[src/rtl/opb_reg_pkg.sv]
// Shared types and helpers for the OPB control-word register and its ack sequencer.
package opb_reg_pkg;

    localparam int unsigned DATA_W = 32;
    localparam int unsigned BE_W   = DATA_W / 8;

    typedef logic [1:0] state_t;

    localparam state_t ST_IDLE = 2'd0;
    localparam state_t ST_ACK  = 2'd1;
    localparam state_t ST_HOLD = 2'd2;

    localparam logic [DATA_W-1:0] OFF_DATA  = 32'h0000_0000;
    localparam logic [DATA_W-1:0] OFF_WRCNT = 32'h0000_0004;

    // Byte-lane merge; be[3] gates the most significant byte.
    function automatic logic [DATA_W-1:0] be_merge(
        input logic [DATA_W-1:0] old_word,
        input logic [DATA_W-1:0] dbus,
        input logic [BE_W-1:0]   be
    );
        logic [DATA_W-1:0] merged;
        merged = old_word;
        for (int i = 0; i < int'(BE_W); i++) begin
            if (be[i]) begin
                merged[8*i +: 8] = dbus[8*i +: 8];
            end
        end
        return merged;
    endfunction

endpackage

[src/rtl/opb_slave_ack_fsm.sv]
// OPB slave address decode and IDLE/ACK/HOLD acknowledge sequencer.
module opb_slave_ack_fsm
    import opb_reg_pkg::*;
#(
    parameter logic [31:0] C_BASEADDR = 32'h0100_0300,
    parameter logic [31:0] C_HIGHADDR = 32'h0100_03FF
) (
    input  logic        clk,
    input  logic        rst,
    input  logic        select,
    input  logic        seq_addr,
    input  logic [31:0] abus,
    output logic        xfer_ack,
    output logic        enter_ack_c
);

    state_t state;
    state_t next_state;
    logic   hit_c;

    assign hit_c = select && (abus >= C_BASEADDR) && (abus <= C_HIGHADDR);

    always_ff @(posedge clk) begin
        if (rst) begin
            state    <= ST_IDLE;
            xfer_ack <= 1'b0;
        end else begin
            state    <= next_state;
            xfer_ack <= (next_state == ST_ACK);
        end
    end

    // HOLD keeps a lingering select from being acknowledged a second time.
    always_comb begin
        next_state  = state;
        enter_ack_c = 1'b0;
        case (state)
            ST_IDLE: begin
                if (hit_c) begin
                    next_state  = ST_ACK;
                    enter_ack_c = 1'b1;
                end
            end
            ST_ACK: begin
                if (seq_addr || !select) begin
                    next_state = ST_IDLE;
                end else begin
                    next_state = ST_HOLD;
                end
            end
            ST_HOLD: begin
                if (!select) begin
                    next_state = ST_IDLE;
                end
            end
            default: next_state = ST_IDLE;
        endcase
    end

endmodule

[src/rtl/opb_register_ppc2fabric.sv]
// OPB slave control register written by the PPC and read by fabric logic, with a write counter.
module opb_register_ppc2fabric
    import opb_reg_pkg::*;
#(
    parameter logic [31:0] C_BASEADDR    = 32'h0100_0300,
    parameter logic [31:0] C_HIGHADDR    = 32'h0100_03FF,
    parameter int unsigned C_OPB_AWIDTH  = 32,
    parameter int unsigned C_OPB_DWIDTH  = 32,
    parameter string       C_FAMILY      = "virtex6",
    parameter logic [31:0] C_RESET_VALUE = 32'h0000_0000
) (
    input  logic        OPB_Clk,
    input  logic        OPB_Rst,
    input  logic [0:31] OPB_ABus,
    input  logic [0:3]  OPB_BE,
    input  logic [0:31] OPB_DBus,
    input  logic        OPB_RNW,
    input  logic        OPB_select,
    input  logic        OPB_seqAddr,
    output logic [0:31] Sl_DBus,
    output logic        Sl_xferAck,
    output logic        Sl_errAck,
    output logic        Sl_retry,
    output logic        Sl_toutSup,
    output logic [31:0] user_data_out,
    output logic        user_update
);

    if (C_OPB_AWIDTH != 32 || C_OPB_DWIDTH != 32) begin : g_bad_width
        $error("opb_register_ppc2fabric supports only 32-bit OPB address and data");
    end
    if (C_FAMILY == "") begin : g_no_family
        $error("C_FAMILY must name a device family");
    end

    logic [DATA_W-1:0] abus_w;
    logic [DATA_W-1:0] dbus_w;
    logic [BE_W-1:0]   be_w;
    logic [DATA_W-1:0] offset_c;
    logic [DATA_W-1:0] rd_mux_c;
    logic [DATA_W-1:0] wr_count;
    logic              enter_ack_c;
    logic              wr_data_c;

    // Big-endian OPB vectors map positionally: bus bit 0 becomes word bit 31.
    assign abus_w = OPB_ABus;
    assign dbus_w = OPB_DBus;
    assign be_w   = OPB_BE;

    assign offset_c = (abus_w - C_BASEADDR) & ~32'd3;

    opb_slave_ack_fsm #(
        .C_BASEADDR (C_BASEADDR),
        .C_HIGHADDR (C_HIGHADDR)
    ) u_ack_fsm (
        .clk         (OPB_Clk),
        .rst         (OPB_Rst),
        .select      (OPB_select),
        .seq_addr    (OPB_seqAddr),
        .abus        (abus_w),
        .xfer_ack    (Sl_xferAck),
        .enter_ack_c (enter_ack_c)
    );

    assign Sl_errAck  = 1'b0;
    assign Sl_retry   = 1'b0;
    assign Sl_toutSup = 1'b0;

    assign wr_data_c = enter_ack_c && !OPB_RNW && (offset_c == OFF_DATA) && (be_w != 4'b0000);

    always_comb begin
        rd_mux_c = '0;
        case (offset_c)
            OFF_DATA:  rd_mux_c = user_data_out;
            OFF_WRCNT: rd_mux_c = wr_count;
            default:   rd_mux_c = '0;
        endcase
    end

    // Commits land on the edge entering ACK so data and strobe line up with Sl_xferAck.
    always_ff @(posedge OPB_Clk) begin
        if (OPB_Rst) begin
            user_data_out <= C_RESET_VALUE;
            wr_count      <= '0;
            user_update   <= 1'b0;
            Sl_DBus       <= '0;
        end else begin
            user_update <= wr_data_c;
            if (wr_data_c) begin
                user_data_out <= be_merge(user_data_out, dbus_w, be_w);
                wr_count      <= wr_count + 32'd1;
            end
            Sl_DBus <= (enter_ack_c && OPB_RNW) ? rd_mux_c : '0;
        end
    end

endmodule

[config.mk]
export PLATFORM = sky130hd
export DESIGN_NAME = opb_register_ppc2fabric
export DESIGN_NICKNAME = d
export VERILOG_FILES = /design/src/rtl/opb_reg_pkg.sv /design/src/rtl/opb_slave_ack_fsm.sv /design/src/rtl/opb_register_ppc2fabric.sv
export SDC_FILE = /design/constraint.sdc
export NUM_CORES = 1
export LEC_CHECK = 0
export ABC_AREA = 0
export CAP_MARGIN = 20
export CORE_MARGIN = 2
export CORE_UTILIZATION = 40
export CTS_BUF_LIST = sky130_fd_sc_hd__clkbuf_8 sky130_fd_sc_hd__clkbuf_16
export DETAILED_ROUTE_END_ITERATION = 10
export PLACE_DENSITY = 0.73
export SLEW_MARGIN = 15
export SYNTH_ARGS = -nofsm -noshare
export SYNTH_HDL_FRONTEND = slang
export SYNTH_SLANG_ARGS = --single-unit
[constraint.sdc]
create_clock -name OPB_Clk -period 2.5 [get_ports OPB_Clk]
set_input_delay 0.75 -clock OPB_Clk [delete_from_list [all_inputs] [get_ports OPB_Clk]]
set_output_delay 0.75 -clock OPB_Clk [all_outputs]
set_load 0.02 [all_outputs]
Word level (Yosys, flattened, before mapping)
Cells that the tools add are included.

word-level totals
  input bits = 73
  output and inout port bits = 69
  flip-flop bits (word level) = 100
  logic and storage cells = 42

operators by class
  reduce and logical (&&, ||, !) cells = 17
  add/sub/neg operators = 2
  multiplexer cells = 7
  bitwise gates (word level) = 1
  equal/unequal tests = 4
  order comparisons = 2

operators with widths
  cell                                                   number
  one-hot mux 32 bit (2 select lines)                    1
  adder 32 x 1 -> 32 bit, second input constant          1
  >= comparator 32 x 25 -> 1 bit, second input constant  1
  <= comparator 32 x 25 -> 1 bit, second input constant  1
  zero test 32 bit                                       1
  subtractor 32 x 25 -> 32 bit, second input constant    1
  == test 30 x 1 -> 1 bit, second input constant         1
  AND reduction 2 bit                                    4
  logical AND 1 bit                                      6
  two-way mux 2 bit                                      3
  one-hot mux 2 bit (3 select lines)                     1
  == test 2 x 1 -> 1 bit, second input constant          2
  nonzero test 4 bit                                     1
  == test 2 bit, second input constant                   1
  zero test 1 bit                                        2
  zero test 2 bit                                        1
  two-way mux 1 bit                                      2
  OR reduction 2 bit                                     1
  logical OR 1 bit                                       1
  inverter 1 bit                                         1

Longest topological paths before layout
Gate-level depths: netlist of the first run.

  word-level depth = 9
  depth in mapped cells = 9
  gate-level depth less buffers = 6

Cells and area by module
From an unflattened synthesis of the first run, not the netlist that was laid out.

second synthesis, totals
  cell total of the unflattened synthesis = 549
  area, all modules = 4,992.3 µm²

by module, submodules not included
  module                   area an instance (µm²)  sequential area each (µm²)  cells an instance  instances
  opb_register_ppc2fabric  4,824.6                 1,941.9                     530                1
  opb_slave_ack_fsm        167.7                   60.1                        19                 1

Worst setup path after synthesis of the first run
OpenSTA, ideal clock, no wires.

  path type = input to register
  from = in OPB_ABus[29] (netlist bit)
  to = reg wr_count[15]
  setup time = 70 ps
  required time = 2,430 ps
  arrival = 2,476 ps
  setup slack = -46 ps
  path buffers = 2
  stages = 7
  path through = buf_2 > nor2_1 > o41ai_1 > or4_1 > buf_2 > or4_1 > a21oi_1

on the way
  cells in the longest elaborated chain, start to end = 8
  elaborated cells on any way between the ends = 11
  those cells by class = add/sub (1); order compare (2); mux (2); reduce/logical (6)

ends and longest elaborated chain
  item                                RTL line                       text
  start, declared                     opb_register_ppc2fabric.sv:14  input logic [0:31] OPB_ABus,
  >= comparator 32 x 25 -> 1 bit      opb_slave_ack_fsm.sv:21        assign hit_c = select && (abus >= C_BASEADDR) && (abus <= C_HIGHADDR);
  logical AND 1 bit (2 in a row)      opb_slave_ack_fsm.sv:21
  two-way mux 1 bit                   opb_slave_ack_fsm.sv:39        if (hit_c) begin
  two-way mux 1 bit                   opb_slave_ack_fsm.sv:37        case (state)
  logical AND 1 bit                   opb_register_ppc2fabric.sv:69  assign wr_data_c = enter_ack_c && !OPB_RNW && (offset_c == OFF_DATA) && (be_w != 4'b0000);
  logical AND 1 bit (*) (2 in a row)  opb_register_ppc2fabric.sv:69
  end signal, assigned                opb_register_ppc2fabric.sv:91  wr_count <= wr_count + 32'd1;
  end, declared                       opb_register_ppc2fabric.sv:41  logic [DATA_W-1:0] wr_count;

Every way passes the cells marked *; elsewhere a longest branch is shown, timed or not.
A chain may end at the register's enable or synchronous reset.

Worst setup path after layout of the first run
  from = in OPB_ABus[12] (netlist bit)
  to = reg wr_count[7]

The elaborated chain is that of the path after synthesis.

==> impl_metrics.toml, run 1 <==
[floorplan]
die_h_um = 110
core_region_area_mm2 = 0.0109
initial_utilization = 0.413
io_pins = 142
fp.dieArea_mm2 = 0.0122
rows = 38
die_width_um = 110

[setup_path]
path_class = "input pin to flop"
r2r_end = "wr_count[16]$_SDFFE_PP0P_"
cpPeakStageDelay_ns = 0.63
r2r-start = "wr_count[3]$_SDFFE_PP0P_"
end_kind = "flop"
path_max_fanout = 8
cp_data_required_time_ns = 2.78
cp_top_family = "simple AND/OR/NAND/NOR gates"
path_buf_inv = 2
path_cells = "clkbuf_2, nor4_4, o311ai_4, or4_4, buf_16, or4_1, a21oi_1"
start_kind = "input pin"
crit_arrival_ns = 2.71
critPathSlowestCell = "or4_4"
worst_r2r_path_depth = 5
rrSetupSlack_ns = 0.30

[finish]
syn2layout_area_growth_pct = 52.1
final_nets = 761
drive_above_1_share = 0.205
diodes = 0

[routing]
first_pass_iters = 5
vias = 4661
drcViolationCount = 0
wirelength_mm = 13.4
wl_per_cell_um = 16.1
drt_iter0_markers = 311
antenna_left = 0
via_per_inst = 5.60

[logic_synthesis]
netlist-cell-type-count = 43
synthCells = 512
synth_seq_cells = 100
synth_edf_count = 0
synth_area_leaders = "dfxtp_1 44%, mux2i_1 7.3%, a21oi_1 5.8%"
synth_flop_cell = "dfxtp_1"
yosysMostFrequentCell = "dfxtp_1"
yosysSeqAreaShare = 0.443
synthArstFlopShare = 0
syn_area_per_cell_um2 = 8.82
netlist.area_leader.share = 0.443
yosysWarningCount = 0
yosys.area.top_type = "dfxtp_1"
yosys-top-cells-count = "100 x dfxtp_1, 53 x nor2_1, 52 x a21oi_1"
syn_area_mm2 = 0.00452

[clock_network]
cts.sinks = 100
cts.clk_slew.worst_paths_ns = 0.07
cts_buffer_depth = 2
cts_buffers = 9
htreeDepth = 3
worst_skew_pair.late_latency_ns = 0.35
cts_tree = "built"
cts_root_buf = "clkbuf_16"

[power_and_ir_drop]
total_power_mw = 3.26
ir_worst_vdd_v = 0.000371
leakage_nw = 2.49
powerDensity_mw_per_mm2 = 474

[timing]
rsz0062_at_grt = "false"
fin_crit_sh = 0.975
hold_ws_ns = 0.489
slew_viol_final = 0
min_period_ns = 2.44
fin_skew_ns = 0.00834
setup_viol = 0
slew_headroom = 0.536
hold_viol = 0
tightest_slew_ns = 0.689
max_freq_ghz = 0.410

[run_status]
status = "finished, final reports clean"

[place]
gp_congestion = 0.899
io_buffers = 136
hpwlAfterDp_mm = 9.60

[hold_path]
min_to = "user_data_out[0]$_SDFFE_PP0P_"
hold_path_depth = 2
hold_path.class = "flop to flop"
hold_start = "user_data_out[0]$_SDFFE_PP0P_"

[global_routing]
grt_pass1_wl_mm = 21.0
grtUsageTotal = 0.220
grt_pass1_vias = 4495
grt.overflow.total = 0
antenna_found_initial = 0
grt_max_degree = 68

[job]
drv_cap = 0
-- per-layer routing --
metal,part of all wire,global-route usage,up-vias
li1,-,-,2234
met1,0.41,0.269,2210
met2,0.49,0.377,196
met3,0.075,0.0447,21
met4,0.018,0.0929,0
met5,0,0,-
-- sequential cells by signal, summed over array words and instances, names as in the netlist --
signal,cells
wr_count,32
u_ack_fsm.state,2
user_update,1
u_ack_fsm.xfer_ack,1
Sl_DBus,32
user_data_out,32
-- worst register-to-register path: cells and delay by family, from the launching register on --
kind / cells / cell delay (ns)
AOI/OAI and AO/OA: 1 / 0.14
DFF: 1 / 0.46
and+or+nand+nor: 4 / 1.53
-- where the power goes --
group	leakage, nW	internal [mW]	switching, mW
sequential	0.805	1.59	0.000000000813
clock	0.150	0.785	0.631
combinational	1.53	0.138	0.112
total	2.49	2.51	0.743
-- placed cells by master (no fill, tap or decap), types with 3 or more instances in the layout --
master	netlist	routed
mux2_2	11	11
nand4_1	20	20
buf_2	6	3
buf_12	0	4
nor2_1	53	52
dlymetal6s2s_1	0	7
clkbuf_16	0	9
o31ai_1	17	14
or4_1	18	13
dlygate4sd2_1	0	10
a21oi_2	0	4
nand3_1	46	46
dfxtp_1	100	100
a21oi_1	52	48
clkbuf_2	0	8
nor2b_1	11	11
inv_1	3	3
buf_4	6	59
or4_4	0	5
o21ai_0	36	35
and3_1	5	5
buf_6	2	3
nor3_1	8	6
clkdlybuf4s50_1	0	108
o31ai_2	0	3
mux2i_1	33	33
or3_1	7	7
and4_1	5	4
nor4_4	2	5
conb_1	1	3
nand2_1	15	14
-- layout make-up --
cell class | instances | area [um^2]
fill | 940 | 4070
multi-input combinational | 369 | 2470
sequential | 100 | 2000
timing repair buffer | 204 | 1910
clock buffer | 9 | 225
tap | 140 | 175
clock inverter | 7 | 75.1
inverter | 3 | 11.3
-- cells by family after synthesis --
kind of cell	count (synthesis)	share of synthesized area
and+or+nand+nor	207	0.257
AOI/OAI and AO/OA	114	0.148
other	1	0.000830
DFF	100	0.443
buffers and inverters	45	0.0474
muxes	44	0.101
adders and majority gates	1	0.00277
-- per-stage QoR --
stage	std cells	util	setup slack [ns]	TNS (ns)	cell area, um^2
floorplan	514	-	0.00110	0	4570
finish	832	0.628	0.0619	0	6870
global route	832	0.628	0.00561	0	6870
CTS	827	0.621	-0.00908	-0.00908	6790
detailed placement	797	0.577	-0.609	-43.92	6310
global placement	797	0.577	-0.585	-38.38	6310
-- worst max path at each step --
stage,end,slack (ns),from,cells after the start
6_report,wr_count[7]$_SDFFE_PP0P_,0.06,OPB_ABus[12],7
3_3_place_gp,wr_count[15]$_SDFFE_PP0P_,-0.59,OPB_ABus[8],7
5_1_grt,wr_count[7]$_SDFFE_PP0P_,0.006,OPB_ABus[12],7
2_1_floorplan,wr_count[18]$_SDFFE_PP0P_,0.001,OPB_ABus[18],7
3_5_place_dp,wr_count[15]$_SDFFE_PP0P_,-0.61,OPB_ABus[8],7
4_1_cts,wr_count[13]$_SDFFE_PP0P_,-0.009,OPB_ABus[6],7
-- repair_timing --
item                                    CTS  global route
pin swaps                                21            20
hold buffers                              0             0
resized for setup                        45            33
buffers inserted                         12             6
cloned                                    2             0
endpoints found under the setup margin   95            40
(Power assumes the default switching activity.)
==> run 2: changes to the inputs <==
--- a/config.mk
+++ b/config.mk
@@ -7,7 +7,7 @@
 export LEC_CHECK = 0
 export ABC_AREA = 0
 export CAP_MARGIN = 20
-export CORE_MARGIN = 2
+export CORE_MARGIN = 4
 export CORE_UTILIZATION = 40
 export CTS_BUF_LIST = sky130_fd_sc_hd__clkbuf_8 sky130_fd_sc_hd__clkbuf_16
 export DETAILED_ROUTE_END_ITERATION = 10
==> run 2 against run 1 <==
Net effect:
- cell area fell by 0.56%
- sequential power barely moved
- largest power group unchanged
- sequential share of layout area rose by 0.17 points
- global-route usage fell by 1.2 points
- clock-buffer cell count rose by 1
==> impl_metrics.toml, run 2 (synthesis results as in run 1) <==
[run_status]
status = "finished, final reports clean"

[finish]
syn2layout_area_growth_pct = 51.2
drive_above_1_share = 0.192
final_common_cell = "clkdlybuf4s50_1"
most-common-layout-cells = "109 x clkdlybuf4s50_1, 100 x dfxtp_1, 53 x buf_4"
reg_top3 = "Sl_DBus (32), user_data_out (32), wr_count (32)"
final_nets = 757
diodes = 0
final_core_util = 0.624
layoutNonFillerInstCount = 828

[place]
io_buffers = 136
gp_congestion = 0.886
dpl_worst_slack_ns = -0.632
hpwlAfterDp_mm = 9.98
dp.cells = 798

[timing]
tightest_slew_ns = 0.594
hold_viol = 0
slew_headroom = 0.600
fin_crit_sh = 0.989
max_freq_ghz = 0.405
min_period_ns = 2.47
setup_viol = 0
fin_skew_ns = 0.00704
slew_viol_final = 0
worst_slack_ns = 0.0286

[global_routing]
grt.overflow.total = 0
grt_pass1_wl_mm = 22.1
grt_pass1_vias = 4554
grtUsageTotal = 0.209
antenna_found_initial = 0
grt_max_degree = 46

[power_and_ir_drop]
leakage_nw = 2.43
total_power_mw = 3.18
ir_worst_vdd_v = 0.000254
powerDensity_mw_per_mm2 = 466

[setup_path]
path_class = "input pin to flop"
cp_top_family = "simple AND/OR/NAND/NOR gates"
cpPeakStageDelay_ns = 0.40
path_cells = "dlygate4sd2_1, nor4_4, nand4_1, nor4_4, buf_4, clkbuf_16, nand4_1, mux2_4"
cp_data_required_time_ns = 2.74
crit_start = "OPB_ABus[10]"
path_max_fanout = 7
path_buf_inv = 3
crit_arrival_ns = 2.71
start_kind = "input pin"
critPathSlowestCell = "nor4_4"
r2r-start = "wr_count[3]$_SDFFE_PP0P_"
end_kind = "flop"

[clock_network]
cts_root_buf = "clkbuf_16"
cts.sinks = 100
worst_skew_pair.late_latency_ns = 0.35
htreeDepth = 3
cts.clk_slew.worst_paths_ns = 0.07
cts_buffer_depth = 2
cts_buffers = 9
cts_tree = "built"

[routing]
wirelength_mm = 14.2
drcViolationCount = 0
wl_per_cell_um = 17.1
first_pass_iters = 5
vias = 4655
via_per_inst = 5.62
drt_iter0_markers = 345
antenna_left = 0

[floorplan]
die_h_um = 114
rows = 38
initial_utilization = 0.413
core_region_area_mm2 = 0.0109
fp.dieArea_mm2 = 0.0131
io_pins = 142
die_width_um = 114

[hold_path]
hold_start = "user_data_out[9]$_SDFFE_PP0P_"
hold_path.class = "flop to flop"

[job]
drv_cap = 0
## run 2: cell count changes in the layout (fill, tap and decap cells not counted), sizes merged
cell	before	now
buf	70	72
clkbuf	17	12
clkdlybuf4s15	1	6
bufinv	1	0
inv	7	6
dlymetal6s2s	7	4
clkinv	1	2
clkdlybuf4s50	108	109
dlygate4sd2	10	7
## run 2: final timing paths
kind | end | slack [ns] | depth (start not counted)
max | wr_count[27]$_SDFFE_PP0P_ | 0.03 | 8
min | user_data_out[9]$_SDFFE_PP0P_ | 0.50 | 2
max reg2reg | wr_count[30]$_SDFFE_PP0P_ | 0.28 | 6
min reg2reg | user_data_out[9]$_SDFFE_PP0P_ | 0.50 | 2
## run 2: final cells by class
class | count | area, um^2
Sequential cell | 100 | 2000
Tap cell | 140 | 175
Fill cell | 915 | 4110
Clock inverter | 6 | 48.8
Multi-Input combinational cell | 369 | 2460
Clock buffer | 10 | 239
Inverter | 3 | 11.3
Timing Repair Buffer | 200 | 1890
## run 2: worst register-to-register path, delay by kind of cell, from the launching register on
kind	cells	cell delay [ns]
AND/OR/NAND/NOR	4	1.34
flip-flops	1	0.48
buffers and inverters	1	0.18
AO/OA/AOI/OAI	1	0.15
## run 2: repair_timing
item	in CTS	in global routing
setup buffers	9	4
resized for setup	68	26
pin swaps	15	19
cloned	0	2
setup endpoints to repair	96	44
hold buffers	0	0
## run 2: per-layer routing
metal	wire length (um)	vias to the layer above	GRT usage
li1	-	2218	-
met1	5750	2223	0.251
met2	7050	192	0.362
met3	1060	22	0.0418
met4	292	0	0.0871
met5	0	-	0
## run 2: where the power goes
part           internal [mW]  switching (mW)
clock network          0.713           0.626
registers               1.59   0.00000000111
logic                  0.139           0.112
## run 2: metrics by stage
| stage | area (um^2) | setup TNS, ns | hold WS, ns |
|---|---|---|---|
| after floorplan | 4570 | 0 | 0.460 |
| after global placement | 6300 | -39.22 | 0.476 |
| after detailed placement | 6300 | -47.27 | 0.484 |
| after CTS | 6700 | -0.00596 | 0.494 |
| after global routing | 6830 | -0.0168 | 0.513 |
| final | 6830 | 0 | 0.496 |
==> run 3: changes to the inputs <==
--- a/config.mk
+++ b/config.mk
@@ -11,7 +11,8 @@
 export CORE_UTILIZATION = 40
 export CTS_BUF_LIST = sky130_fd_sc_hd__clkbuf_8 sky130_fd_sc_hd__clkbuf_16
 export DETAILED_ROUTE_END_ITERATION = 10
-export PLACE_DENSITY = 0.73
+export MAX_ROUTING_LAYER = met4
+export PLACE_DENSITY = 0.7
 export SLEW_MARGIN = 15
 export SYNTH_ARGS = -nofsm -noshare
 export SYNTH_HDL_FRONTEND = slang
==> constraint.sdc (replaced) <==
create_clock -name OPB_Clk -period 2.65 [get_ports OPB_Clk]
set_input_delay 0.795 -clock OPB_Clk [delete_from_list [all_inputs] [get_ports OPB_Clk]]
set_output_delay 0.795 -clock OPB_Clk [all_outputs]
set_load 0.02 [all_outputs]
==> run 3 against run 2 <==
Net effect:
- critical path depth is the same
- first-iteration DRC count decreased by 28%
- combinational power is 2% lower
- largest power group unchanged
- cell count rose by 0.36%
- hold slack improved by 0.0012 ns
- clock power about the same
- setup slack improved by 0.0081 ns
- critical path type unchanged
- die area is the same
- critical endpoint is now wr_count[6]$_SDFFE_PP0P_
- sequential power shrank 6%
- wire length down 1.9%
==> impl_metrics.toml, run 3 (synthesis results as in run 1) <==
[finish]
most-common-layout-cells = "120 x clkdlybuf4s50_1, 100 x dfxtp_1, 57 x buf_4"
diodes = 0
multi_input_area_mm2 = 0.00246
final_nets = 760
layoutNonFillerInstCount = 831
drive_above_1_share = 0.194
final_common_cell = "clkdlybuf4s50_1"
regArea_mm2 = 0.00200
fillers = 949
reg_top3 = "Sl_DBus (32), user_data_out (32), wr_count (32)"
syn2layout_area_growth_pct = 52.7

[setup_path]
cpPeakStageDelay_ns = 0.46
r2r-start = "wr_count[3]$_SDFFE_PP0P_"
endpoint = "wr_count[6]$_SDFFE_PP0P_"
end_kind = "flop"
worst_r2r_path_depth = 5
r2r_end = "wr_count[15]$_SDFFE_PP0P_"
cp_top_family = "simple AND/OR/NAND/NOR gates"
start_kind = "input pin"
crit_top_cell = "buf_4"
path_max_fanout = 8
cp_data_required_time_ns = 2.92
path_cells = "clkdlybuf4s50_1, nor3_2, buf_4, and4b_2, nand4_1, buf_4, or4_1, a21oi_1"
crit_start = "OPB_ABus[5]"
crit_arrival_ns = 2.88
critPathSlowestCell = "or4_1"
path_class = "input pin to flop"
rrSetupSlack_ns = 0.45
cp.depth = 8
path_buf_inv = 3

[global_routing]
antenna_found_initial = 0
grt_max_degree = 58
grt.overflow.total = 0
grt_pass1_wl_mm = 22.3
grt_pass1_vias = 4540
grtUsageTotal = 0.216

[power_and_ir_drop]
pwr-share-clk = 0.438
powerDensity_mw_per_mm2 = 452
pwr-share-seq = 0.482
pwr-share-comb = 0.079
p_switching_uw = 686
leakage_nw = 2.48
ir_worst_vdd_v = 0.000273
switching_share = 0.220
internal-power_mw = 2.43
total_power_mw = 3.11

[clock_network]
cts.clk_slew.worst_paths_ns = 0.07
cts.sinks = 100
cts_root_buf = "clkbuf_16"
cts_tree = "built"
cts_buffers = 9
htreeDepth = 3
worst_skew_pair.late_latency_ns = 0.34
hold_buffers = 0
cts_buffer_depth = 2

[floorplan]
io_pins = 142
die_width_um = 114
fp.dieArea_mm2 = 0.0131
core_region_area_mm2 = 0.0109
initial_utilization = 0.413
rows = 38
die_h_um = 114

[place]
gp_congestion = 0.909
io_buffers = 136
hpwlAfterDp_mm = 10.1
dp.cells = 807

[timing]
max_freq_ghz = 0.383
hold_viol = 0
fin_crit_sh = 0.986
min_period_ns = 2.61
slew_viol_final = 0
slew_headroom = 0.543
rsz0062_at_grt = "true"
tightest_slew_ns = 0.679
fin_skew_ns = 0.00826
setup_viol = 0

[routing]
drcViolationCount = 0
via_per_inst = 5.54
vias = 4604
antenna_left = 0
drt_iter0_markers = 250
wl_per_cell_um = 16.7
first_pass_iters = 5
wirelength_mm = 13.9

[hold_path]
hold_path_depth = 2
hold_path.class = "flop to flop"

[job]
drv_cap = 0

[run_status]
status = "finished, final reports clean"
==> run 3: per-layer routing <==
layer,wire [um],GRT usage,up-vias
met5,0,-,-
met4,200,0.0530,0
met3,707,0.0386,18
met2,6830,0.357,160
met1,6150,0.275,2204
li1,-,-,2222
==> run 3: timing repair <==
action / in CTS / in global routing
setup endpoints to repair: 85 / 79
resized for setup: 17 / 42
pin swaps: 6 / 23
buffers inserted: 4 / 2
hold endpoints to repair: 0 / 0
gates cloned: 1 / 1
==> run 3: worst min path at each step <==
stage	start	to	slack [ns]
2_1_floorplan	wr_count[30]$_SDFFE_PP0P_	wr_count[30]$_SDFFE_PP0P_	0.46
3_3_place_gp	user_data_out[1]$_SDFFE_PP0P_	user_data_out[1]$_SDFFE_PP0P_	0.48
3_5_place_dp	user_data_out[28]$_SDFFE_PP0P_	user_data_out[28]$_SDFFE_PP0P_	0.49
4_1_cts	user_data_out[0]$_SDFFE_PP0P_	user_data_out[0]$_SDFFE_PP0P_	0.50
5_1_grt	user_data_out[0]$_SDFFE_PP0P_	user_data_out[0]$_SDFFE_PP0P_	0.52
6_report	user_data_out[28]$_SDFFE_PP0P_	user_data_out[28]$_SDFFE_PP0P_	0.50
==> run 3: worst register-to-register path, delay by kind of cell, from the launching register on <==
kind             cells  cell delay, ns
AO/OA/AOI/OAI        1            0.15
flip-flops           1            0.46
AND/OR/NAND/NOR      4            1.53
==> run 3: per-stage QoR <==
stage                     hold slack [ns]  area [um^2]  worst slack (ns)  TNS, ns  utilization
after detailed placement            0.485         6340            -0.611   -42.88        0.579
final                               0.497         6900            0.0367        0        0.631
after floorplan                     0.460         4520            0.0586        0            -
after global routing                0.519         6900           -0.0527   -0.388        0.631
after CTS                           0.497         6720          0.000860        0        0.614
after global placement              0.478         6340            -0.510   -37.48        0.579
==> run 3: layout make-up <==
type,instances,share of cell area
multi-input combinational,369,0.357
sequential,100,0.290
timing repair buffer,203,0.280
clock buffer,11,0.0366
tap,140,0.0254
clock inverter,5,0.00853
inverter,3,0.00163
==> run 3: power groups by stage <==
stage               logic, mW  registers [mW]  clock network [mW]
floorplan              0.0756            1.54                   0
global placement        0.228            1.54                   0
detailed placement      0.232            1.54                   0
CTS                     0.235            1.50                1.38
global route            0.264            1.50                1.45
finish                  0.247            1.50                1.37
